### config.mk
export PLATFORM = sky130hd
export DESIGN_NAME = cam_capture_ctrl_flat
export DESIGN_NICKNAME = d
export VERILOG_FILES = /design/src/rtl/cam_capture_ctrl_if.sv /design/src/rtl/cam_capture_ctrl.sv /design/src/flat_wrapper.sv
export SDC_FILE = /design/constraint.sdc
export NUM_CORES = 1
export LEC_CHECK = 0
export CAP_MARGIN = 20
export CORE_MARGIN = 1.5
export CORE_UTILIZATION = 30
export CTS_BUF_LIST = sky130_fd_sc_hd__clkbuf_8
export DETAILED_ROUTE_END_ITERATION = 16
export PLACE_DENSITY = 0.6
export SYNTH_ARGS = -nofsm -noshare
export SYNTH_HDL_FRONTEND = slang
export SYNTH_SLANG_ARGS = --single-unit
### constraint.sdc
create_clock -name clk -period 3 [get_ports clk]
set_clock_uncertainty 0.1 [all_clocks]
set_input_delay 0.9 -clock clk [delete_from_list [all_inputs] [get_ports clk]]
set_output_delay 0.9 -clock clk [all_outputs]
set_load 0.02 [all_outputs]
### src/rtl/cam_capture_ctrl_if.sv
// Camera-side and buffer-write-side signals of cam_capture_ctrl bundled as one interface.
// test_mode exists only when CAM_TEST_PATTERN_EN is defined.
interface cam_capture_ctrl_if #(
    parameter int unsigned ADDR_W = 17
);
`ifdef CAM_TEST_PATTERN_EN
    logic              test_mode;
`endif
    logic              cam_vsync;
    logic              cam_href;
    logic [7:0]        cam_d;
    logic              cmd_toggle;
    logic              cmd_single;
    logic              we;
    logic [ADDR_W-1:0] addr;
    logic [11:0]       wdata;
    logic              busy;
    logic              frame_done;
    logic              overflow;
    logic [7:0]        frame_cnt;

    modport master (
`ifdef CAM_TEST_PATTERN_EN
        output test_mode,
`endif
        output cam_vsync, cam_href, cam_d, cmd_toggle, cmd_single,
        input  we, addr, wdata, busy, frame_done, overflow, frame_cnt
    );

    modport slave (
`ifdef CAM_TEST_PATTERN_EN
        input  test_mode,
`endif
        input  cam_vsync, cam_href, cam_d, cmd_toggle, cmd_single,
        output we, addr, wdata, busy, frame_done, overflow, frame_cnt
    );
endinterface

### src/rtl/cam_capture_ctrl.sv
// OV7670 capture sequencer: frames vsync/href, packs RGB444, decimates and writes the frame buffer.
// Optional macro CAM_TEST_PATTERN_EN adds test_mode, replacing pixel data with 8 vertical colour bars.
module cam_capture_ctrl #(
    parameter int unsigned IMG_W   = 640,
    parameter int unsigned IMG_H   = 480,
    parameter int unsigned H_DECIM = 2,
    parameter int unsigned V_DECIM = 2,
    parameter int unsigned ADDR_W  = 17
) (
    input  logic              clk,
    input  logic              rst_n,
    cam_capture_ctrl_if.slave bus
);
    localparam int unsigned OUT_W  = IMG_W / H_DECIM;
    localparam int unsigned OUT_H  = IMG_H / V_DECIM;
    localparam int unsigned LAST   = OUT_W * OUT_H - 1;
    localparam int unsigned COL_W  = $clog2(IMG_W + 1);
    localparam int unsigned LINE_W = $clog2(IMG_H + 1);

    typedef enum logic [2:0] {S_IDLE, S_ARM, S_SYNC, S_CAPTURE, S_DONE} state_e;

    state_e            state_q, state_d;
    logic              cont_q, cont_d, single_q, single_d;
    logic              vs_prev_q, href_prev_q, phase_q, phase_d;
    logic [7:0]        hi_q, hi_d;
    logic [COL_W-1:0]  col_q, col_d;
    logic [LINE_W-1:0] line_q, line_d;
    logic              we_q, we_d;
    logic [ADDR_W-1:0] addr_q, addr_d;
    logic [11:0]       wdata_q, wdata_d;
    logic              busy_q, busy_d, done_q, done_d, ovf_q, ovf_d;
    logic [7:0]        fcnt_q, fcnt_d;
    logic              vs_rise, vs_fall, href_fall, stop_req, qualified;
    logic [11:0]       pix;

    assign vs_rise   = bus.cam_vsync & ~vs_prev_q;
    assign vs_fall   = ~bus.cam_vsync & vs_prev_q;
    assign href_fall = ~bus.cam_href & href_prev_q;
    assign stop_req  = bus.cmd_toggle & cont_q;
    assign qualified = (32'(col_q) < IMG_W) && (32'(line_q) < IMG_H)
                    && ((32'(col_q) % H_DECIM) == 32'd0)
                    && ((32'(line_q) % V_DECIM) == 32'd0);

`ifdef CAM_TEST_PATTERN_EN
    // Bar index from the decimated column; columns past the image clamp to the last bar.
    logic [31:0] bar_raw;
    logic [2:0]  bar_idx;
    logic [11:0] bar_rgb;
    assign bar_raw = ((32'(col_q) / H_DECIM) * 32'd8) / OUT_W;
    assign bar_idx = (bar_raw > 32'd7) ? 3'd7 : bar_raw[2:0];
    always_comb begin
        bar_rgb = 12'h000;
        case (bar_idx)
            3'd0: bar_rgb = 12'hFFF;
            3'd1: bar_rgb = 12'hFF0;
            3'd2: bar_rgb = 12'h0FF;
            3'd3: bar_rgb = 12'h0F0;
            3'd4: bar_rgb = 12'hF0F;
            3'd5: bar_rgb = 12'hF00;
            3'd6: bar_rgb = 12'h00F;
            default: bar_rgb = 12'h000;
        endcase
    end
    assign pix = bus.test_mode ? bar_rgb : {hi_q, bus.cam_d[7:4]};
`else
    assign pix = {hi_q, bus.cam_d[7:4]};
`endif

    // Next-state and registered-output logic.
    always_comb begin
        state_d  = state_q;
        cont_d   = stop_req ? 1'b0 : cont_q;
        single_d = single_q;
        phase_d  = phase_q;
        hi_d     = hi_q;
        col_d    = col_q;
        line_d   = line_q;
        we_d     = 1'b0;
        addr_d   = we_q ? addr_q + ADDR_W'(1) : addr_q;
        wdata_d  = wdata_q;
        done_d   = 1'b0;
        ovf_d    = ovf_q;
        fcnt_d   = fcnt_q;
        unique case (state_q)
            S_IDLE: begin
                if (bus.cmd_toggle) begin
                    cont_d  = 1'b1;
                    state_d = S_ARM;
                end else if (bus.cmd_single) begin
                    single_d = 1'b1;
                    state_d  = S_ARM;
                end
            end
            S_ARM: begin
                if (stop_req)           state_d = S_IDLE;
                else if (bus.cam_vsync) state_d = S_SYNC;
            end
            S_SYNC: begin
                if (stop_req) begin
                    state_d = S_IDLE;
                end else if (vs_fall) begin
                    state_d = S_CAPTURE;
                    addr_d  = '0;
                    col_d   = '0;
                    line_d  = '0;
                    phase_d = 1'b0;
                end
            end
            S_CAPTURE: begin
                if (vs_rise) begin
                    state_d = S_DONE;
                    done_d  = 1'b1;
                    fcnt_d  = fcnt_q + 8'd1;
                end else if (bus.cam_href) begin
                    phase_d = ~phase_q;
                    if (!phase_q) begin
                        hi_d = bus.cam_d;
                    end else begin
                        col_d = (32'(col_q) < IMG_W) ? col_q + COL_W'(1) : col_q;
                        if (qualified) begin
                            if (32'(addr_q) > LAST) begin
                                ovf_d = 1'b1;
                            end else begin
                                we_d    = 1'b1;
                                wdata_d = pix;
                            end
                        end
                    end
                end else begin
                    // A dangling odd byte is dropped by forcing the phase back to 0.
                    phase_d = 1'b0;
                    if (href_fall) begin
                        col_d  = '0;
                        line_d = (32'(line_q) < IMG_H) ? line_q + LINE_W'(1) : line_q;
                    end
                end
            end
            S_DONE: begin
                if (cont_d) begin
                    state_d = S_SYNC;
                end else begin
                    state_d  = S_IDLE;
                    single_d = 1'b0;
                end
            end
            default: state_d = S_IDLE;
        endcase
        busy_d = (state_d == S_ARM) || (state_d == S_CAPTURE);
    end

    always_ff @(posedge clk or negedge rst_n) begin
        if (!rst_n) begin
            state_q     <= S_IDLE;
            cont_q      <= 1'b0;
            single_q    <= 1'b0;
            vs_prev_q   <= 1'b0;
            href_prev_q <= 1'b0;
            phase_q     <= 1'b0;
            hi_q        <= '0;
            col_q       <= '0;
            line_q      <= '0;
            we_q        <= 1'b0;
            addr_q      <= '0;
            wdata_q     <= '0;
            busy_q      <= 1'b0;
            done_q      <= 1'b0;
            ovf_q       <= 1'b0;
            fcnt_q      <= '0;
        end else begin
            state_q     <= state_d;
            cont_q      <= cont_d;
            single_q    <= single_d;
            vs_prev_q   <= bus.cam_vsync;
            href_prev_q <= bus.cam_href;
            phase_q     <= phase_d;
            hi_q        <= hi_d;
            col_q       <= col_d;
            line_q      <= line_d;
            we_q        <= we_d;
            addr_q      <= addr_d;
            wdata_q     <= wdata_d;
            busy_q      <= busy_d;
            done_q      <= done_d;
            ovf_q       <= ovf_d;
            fcnt_q      <= fcnt_d;
        end
    end

    assign bus.we         = we_q;
    assign bus.addr       = addr_q;
    assign bus.wdata      = wdata_q;
    assign bus.busy       = busy_q;
    assign bus.frame_done = done_q;
    assign bus.overflow   = ovf_q;
    assign bus.frame_cnt  = fcnt_q;
endmodule
### src/flat_wrapper.sv
// flat-port wrapper written by rule: the top's interface ports become plain ports
module cam_capture_ctrl_flat 
#(
    parameter int unsigned IMG_W   = 640,
    parameter int unsigned IMG_H   = 480,
    parameter int unsigned H_DECIM = 2,
    parameter int unsigned V_DECIM = 2,
    parameter int unsigned ADDR_W  = 17
)
  (clk, rst_n, bus_cam_vsync, bus_cam_href, bus_cam_d, bus_cmd_toggle, bus_cmd_single, bus_we, bus_addr, bus_wdata, bus_busy, bus_frame_done, bus_overflow, bus_frame_cnt);
  cam_capture_ctrl_if #(.ADDR_W(ADDR_W)) bus_i ();
  input  logic clk;
  input  logic rst_n;
  input wire logic [$bits(bus_i.cam_vsync)-1:0] bus_cam_vsync;
  input wire logic [$bits(bus_i.cam_href)-1:0] bus_cam_href;
  input wire logic [$bits(bus_i.cam_d)-1:0] bus_cam_d;
  input wire logic [$bits(bus_i.cmd_toggle)-1:0] bus_cmd_toggle;
  input wire logic [$bits(bus_i.cmd_single)-1:0] bus_cmd_single;
  output wire logic [$bits(bus_i.we)-1:0] bus_we;
  output wire logic [$bits(bus_i.addr)-1:0] bus_addr;
  output wire logic [$bits(bus_i.wdata)-1:0] bus_wdata;
  output wire logic [$bits(bus_i.busy)-1:0] bus_busy;
  output wire logic [$bits(bus_i.frame_done)-1:0] bus_frame_done;
  output wire logic [$bits(bus_i.overflow)-1:0] bus_overflow;
  output wire logic [$bits(bus_i.frame_cnt)-1:0] bus_frame_cnt;
  assign bus_i.cam_vsync = bus_cam_vsync;
  assign bus_i.cam_href = bus_cam_href;
  assign bus_i.cam_d = bus_cam_d;
  assign bus_i.cmd_toggle = bus_cmd_toggle;
  assign bus_i.cmd_single = bus_cmd_single;
  assign bus_we = bus_i.we;
  assign bus_addr = bus_i.addr;
  assign bus_wdata = bus_i.wdata;
  assign bus_busy = bus_i.busy;
  assign bus_frame_done = bus_i.frame_done;
  assign bus_overflow = bus_i.overflow;
  assign bus_frame_cnt = bus_i.frame_cnt;
  cam_capture_ctrl #(.IMG_W(IMG_W), .IMG_H(IMG_H), .H_DECIM(H_DECIM), .V_DECIM(V_DECIM), .ADDR_W(ADDR_W)) u_core (.clk(clk), .rst_n(rst_n), .bus(bus_i));
endmodule
==> impl_metrics.ini, run 1 <==
[outcome]
status = complete, no violations

[sta]
setup_viol = 0
grt_setup_unrepaired = false
relSlewSlack_pct = 57.1
period_share_pct = 89.5
hold_ws_ns = 0.376
timing_hold_violations_final = 0
slew_viol_final = 0
worst_pin_slew_ns = 0.639
min_period_ns = 2.69
fmax_ghz = 0.372

[routing]
drc = 0
vias_per_cell = 5.03
wirelength_um = 7640
drt_iter0_markers = 119
ant_nets = 0
wl_per_cell_um = 14.0
vias = 2746
drtPass1Iterations = 6

[cts]
ctsResizeCount = 0
cts_hold_buf = 0
clk_latency_ns = 0.36
clkSlewWorstSetupHoldPaths_ns = 0.09
cts_sinks = 75
root_buffer = clkbuf_8
cts_tree = yes
cts_setup_buffers = 0
cts_made_buffers = 9
clk_path_buf_depth = 2
htree_levels = 3

[logic_synthesis]
ys_ff_latch = 75
syn_nets = 339
netlist_area_mm2 = 0.00358
yosysWarnings = 0
synth-async-reset-ratio_pct = 100
synth_area_per_cell_um2 = 11.1
synth_cell_type_count = 52
yosys-top-cells-area = dfrtp_1 (52%), mux2_4 (4.2%), mux2_2 (3.8%)
synth_top_area_share_pct = 52.5
ys_seq_area_share_pct = 52.5
synth_edf_count = 0
synth-main-ff-cell = dfrtp_1
netlist_instances = 321
synth.largest_area_cell = dfrtp_1

[power_and_ir_drop]
ir_drop_uv = 254
total_leakage_power_nw = 1.97
power_density_mw_per_mm2 = 861

[min_path]
worst_hold_path_type = reg2reg
worstHoldStart = u_core.bus.overflow

[floorplan]
die_area_mm2 = 0.0126
die_h_um = 112
io_pins = 55
dieWidth_um = 112
rows = 39
core_mm2 = 0.0115
start_util_pct = 31.1

[final_layout]
syn_to_final_growth_pct = 28.8
drive_gt1_share_pct = 16.6
diodes = 0
final_util_pct = 40.0
final_nets = 416

[global_route]
antenna_found_initial = 0
grt_max_degree = 36
grt_pass1_vias = 2746
grt_usage_pct = 12.9
grt_pass1_wl_um = 13100
grt.overflow.total = 0

[setup_path]
r2r-start = u_core.bus.addr[12]
end_kind = flip-flop
required_ns = 3.14
worstSetupPathType = in2reg
path_max_fanout = 12
critPathLaunch = bus_cam_href
crit_arrival_ns = 2.83
start_kind = input pin

[place]
port_buffers = 54
gp_congestion = 0.767
hpwl_um = 5430

[job]
max-cap-violations = 0
[metrics by stage]
step / TNS [ns] / worst slack, ns / total power [mW] / cell area [um2] / std cells
floorplan: 0 / 0.415 / 2.45 / 3580 / 321
global placement: -0.280 / -0.0546 / 3.13 / 4400 / 530
detailed placement: -0.668 / -0.0909 / 3.17 / 4400 / 530
CTS: 0 / 0.290 / 4.01 / 4610 / 546
global route: 0 / 0.206 / 4.23 / 4610 / 546
finish: 0 / 0.315 / 3.97 / 4610 / 546
[final cells by class]
class / count / area, um2
multi-input combinational: 228 / 1610
fill: 1123 / 6910
sequential: 75 / 1880
clock buffer: 9 / 124
clock inverter: 7 / 82.6
tap: 143 / 179
timing repair buffer: 76 / 703
inverter: 8 / 30.0
[cell families (layout without fill, tap and decap cells)]
logic type	Yosys count	in the layout	share of synthesized area (%)
adder cells (fa/ha/maj)	4	4	1.40
buffers and inverters	18	100	2.45
AO/OA/AOI/OAI	49	49	9.13
AND/OR/NAND/NOR	128	128	20.3
XOR/XNOR	21	21	5.14
multiplexers	26	26	9.10
flip-flops	75	75	52.5
[placed cells by master, fill, tap and decap left out, types with 3 or more instances in the layout]
master / synthesis / final
ha_1: 4 / 4
nor3_1: 7 / 7
o21ai_0: 10 / 10
or4_1: 4 / 4
nand3_1: 13 / 13
mux2_4: 10 / 10
xnor2_1: 15 / 15
nor2_1: 28 / 28
o31ai_1: 5 / 5
xor2_1: 6 / 6
mux2_2: 12 / 12
and4_1: 4 / 4
clkdlybuf4s50_1: 0 / 53
nand2_1: 18 / 18
and3_1: 12 / 12
nand3b_1: 3 / 3
clkbuf_8: 0 / 9
buf_4: 0 / 23
nand2b_1: 8 / 8
a21oi_1: 12 / 12
a31oi_1: 9 / 9
nand4_1: 12 / 12
or3_1: 5 / 5
mux2i_1: 4 / 4
inv_1: 8 / 8
dfrtp_1: 75 / 75
[per-layer routing]
layer / track usage (%) / share of wire (%) / vias to the layer above
li1: - / - / 1327
met1: 17.0 / 48 / 1351
met2: 20.4 / 46 / 54
met3: 2.59 / 2.8 / 14
met4: 6.50 / 2.5 / 0
met5: 0 / 0 / -
[synth_stat cells, types with 4 or more instances]
| library cell | n |
|---|---|
| or3_1 | 5 |
| nand4_1 | 12 |
| and3_1 | 12 |
| o21ai_0 | 10 |
| nand3_1 | 13 |
| mux2_2 | 12 |
| clkbuf_1 | 4 |
| mux2_4 | 10 |
| xnor2_1 | 15 |
| xor2_1 | 6 |
| mux2i_1 | 4 |
| nand2_1 | 18 |
| and4_1 | 4 |
| or4_1 | 4 |
| a31oi_1 | 9 |
| inv_1 | 8 |
| nor3_1 | 7 |
| nor2_1 | 28 |
| dfrtp_1 | 75 |
| nand2b_1 | 8 |
| ha_1 | 4 |
| a21oi_1 | 12 |
| o31ai_1 | 5 |
[sequential cells by signal (all words and copies together), names as in the netlist, named ones only]
name                   count
u_core.bus.we              1
u_core.col_q              10
u_core.bus.overflow        1
u_core.line_q              9
u_core.bus.wdata          12
u_core.href_prev_q         1
u_core.vs_prev_q           1
u_core.bus.frame_done      1
u_core.bus.frame_cnt       8
u_core.hi_q                8
u_core.bus.addr           17
u_core.state_q             3
u_core.phase_q             1
u_core.bus.busy            1
[worst paths after layout]
kind                                   endpoint  slack [ns]  cells after the start
setup / recovery           u_core.bus.wdata[11]        0.31                      6
hold / removal              u_core.bus.overflow        0.38                      1
setup reg to reg            u_core.bus.wdata[2]        0.68                      5
hold reg to reg             u_core.bus.overflow        0.38                      1
max in group asynchronous       u_core.col_q[8]        1.78                      2
min in group asynchronous    u_core.bus.addr[8]        0.39                      1
[critical path, cell delays in order]
cell and delay, ns:
clkdlybuf4s50_1 0.48, and4b_1 0.25, nand4_2 0.15, nor4_4 0.29
o311a_4 0.39, mux2_2 0.36
[power by group]
group          switching, mW  total [mW]  internal [mW]  leakage, nW
Clock                  0.427       0.827          0.400        0.104
Combinational          0.715        1.49          0.778        0.872
Sequential             0.337        1.65           1.31        0.991
No activity file was read; power rests on OpenSTA's default activity.
==> run 2, diff against run 1 <==
--- a/config.mk
+++ b/config.mk
@@ -6,11 +6,12 @@
 export NUM_CORES = 1
 export LEC_CHECK = 0
 export CAP_MARGIN = 20
-export CORE_MARGIN = 1.5
+export CORE_MARGIN = 2
 export CORE_UTILIZATION = 30
 export CTS_BUF_LIST = sky130_fd_sc_hd__clkbuf_8
 export DETAILED_ROUTE_END_ITERATION = 16
 export PLACE_DENSITY = 0.6
+export SKIP_CTS_REPAIR_TIMING = 1
 export SYNTH_ARGS = -nofsm -noshare
 export SYNTH_HDL_FRONTEND = slang
 export SYNTH_SLANG_ARGS = --single-unit
==> run 2 against run 1 <==
- the run now ends with design-rule violations left
- sequential power about the same
- register-to-register slack hardly changed
- largest power group unchanged
- first-iteration DRC count down 11%
==> impl_metrics.ini, run 2 (synthesis results as in run 1) <==
[cts]
htree_levels = 3
clkSlewWorstSetupHoldPaths_ns = 0.07
cts_tree = yes
clk_path_buf_depth = 2
cts_made_buffers = 9
root_buffer = clkbuf_8
cts_sinks = 75
clk_latency_ns = 0.34

[final_layout]
largest_register_ffs = 17
syn_to_final_growth_pct = 29.5
diodes = 0
stdcell_area_mm2 = 0.00463
layout_common_cells = dfrtp_1 (75), clkdlybuf4s50_1 (53), nor2_1 (28)
final_nets = 416
final_util_pct = 40.2
drive_gt1_share_pct = 16.1
final_common_cell = dfrtp_1

[sta]
fin_ws_ns = 0.273
setup_viol = 0
worst_pin_slew_ns = 0.665
fmax_ghz = 0.367
relSlewSlack_pct = 55.3
setup_tns_ns = 0
grt_setup_unrepaired = false
timing_hold_violations_final = 0
min_period_ns = 2.73
period_share_pct = 90.9
slew_viol_final = 0

[setup_path]
start_kind = input pin
path_max_fanout = 11
worstSetupPathType = in2reg
crit_arrival_ns = 2.83
required_ns = 3.11
cpMaxStageDelayCell = clkdlybuf4s50_1
cpPeakStageDelay_ns = 0.54
end_kind = flip-flop
timing.critical_path.cells = clkdlybuf4s50_1, nor2_1, a211o_1, o22a_1, buf_4, o41ai_1, o21ai_0

[global_route]
grt_pass1_wl_um = 12600
grt.overflow.total = 0
antenna_found_initial = 0
grt_max_degree = 44
grt_pass1_vias = 2593
grt_usage_pct = 12.1

[power_and_ir_drop]
power_mw = 4.00
total_leakage_power_nw = 1.98
power_density_mw_per_mm2 = 865
ir_drop_uv = 307

[place]
port_buffers = 54
gp_congestion = 0.786
hpwl_um = 5260
post_dp_cell_area_mm2 = 0.00441
dpl_worst_slack_ns = -0.112

[floorplan]
die_h_um = 113
die_area_mm2 = 0.0128
start_util_pct = 31.1
io_pins = 55
rows = 39
core_mm2 = 0.0115
dieWidth_um = 113

[routing]
wl_per_cell_um = 13.5
drc = 5
drtPass1Iterations = 10
drt_iter0_markers = 106
ant_nets = 0
vias_per_cell = 4.98
wirelength_um = 7400
vias = 2720

[outcome]
status = finished, violations left
violations = design-rule violations

[job]
max-cap-violations = 0

[min_path]
worst_hold_path_type = reg2reg
-- run 2: layout make-up --
class,instances,area (um2)
multi-input cells,228,1610
flip-flops and latches,75,1880
clock buffers,9,124
well taps,143,179
fillers,1123,6890
repair buffers,76,716
clock inverters,7,93.8
inverters,8,30.0
-- run 2: report_power, final --
| part | leakage [nW] | internal [mW] | switching (mW) |
|---|---|---|---|
| Clock | 0.116 | 0.469 | 0.380 |
| Sequential | 0.991 | 1.31 | 0.338 |
| Combinational | 0.877 | 0.792 | 0.716 |
| Total | 1.98 | 2.57 | 1.43 |
-- run 2: routing by layer --
layer  GRT usage (%)  up-vias  routed length, um
li1                -     1326                  -
met1            16.6     1350               3630
met2            18.8       35               3450
met3            2.30        9                211
met4            5.04        0                 99
met5               0        -                  0
-- run 2: worst max-delay path: cells and delay by family --
kind | cells | cell delay (ns)
and+or+nand+nor | 1 | 0.09
buffers and inverters | 2 | 0.74
AOI/OAI and AO/OA | 4 | 1.10
-- run 2: final timing paths --
| check | startpoint | end | slack [ns] | depth (start not counted) |
|---|---|---|---|---|
| setup / recovery | bus_cmd_toggle | u_core.col_q[7] | 0.27 | 7 |
| hold / removal | u_core.bus.overflow | u_core.bus.overflow | 0.38 | 1 |
| setup reg to reg | u_core.bus.addr[14] | u_core.bus.wdata[1] | 0.67 | 5 |
| hold reg to reg | u_core.bus.overflow | u_core.bus.overflow | 0.38 | 1 |
| max in group asynchronous | rst_n | u_core.bus.overflow | 1.75 | 2 |
| min in group asynchronous | rst_n | async pin | 0.46 | 1 |
-- run 2: stage by stage --
step | hold WS (ns) | cells
floorplan | 0.356 | 321
global placement | 0.361 | 530
detailed placement | 0.363 | 530
CTS | 0.381 | 546
global route | 0.397 | 546
finish | 0.377 | 546
==> run 3, diff against run 2 <==
--- a/config.mk
+++ b/config.mk
@@ -5,6 +5,7 @@
 export SDC_FILE = /design/constraint.sdc
 export NUM_CORES = 1
 export LEC_CHECK = 0
+export ABC_CLOCK_PERIOD_IN_PS = 3000
 export CAP_MARGIN = 20
 export CORE_MARGIN = 2
 export CORE_UTILIZATION = 30
==> results of run 3 <==
Final layout, timing and power as in run 2 (identical DEF).
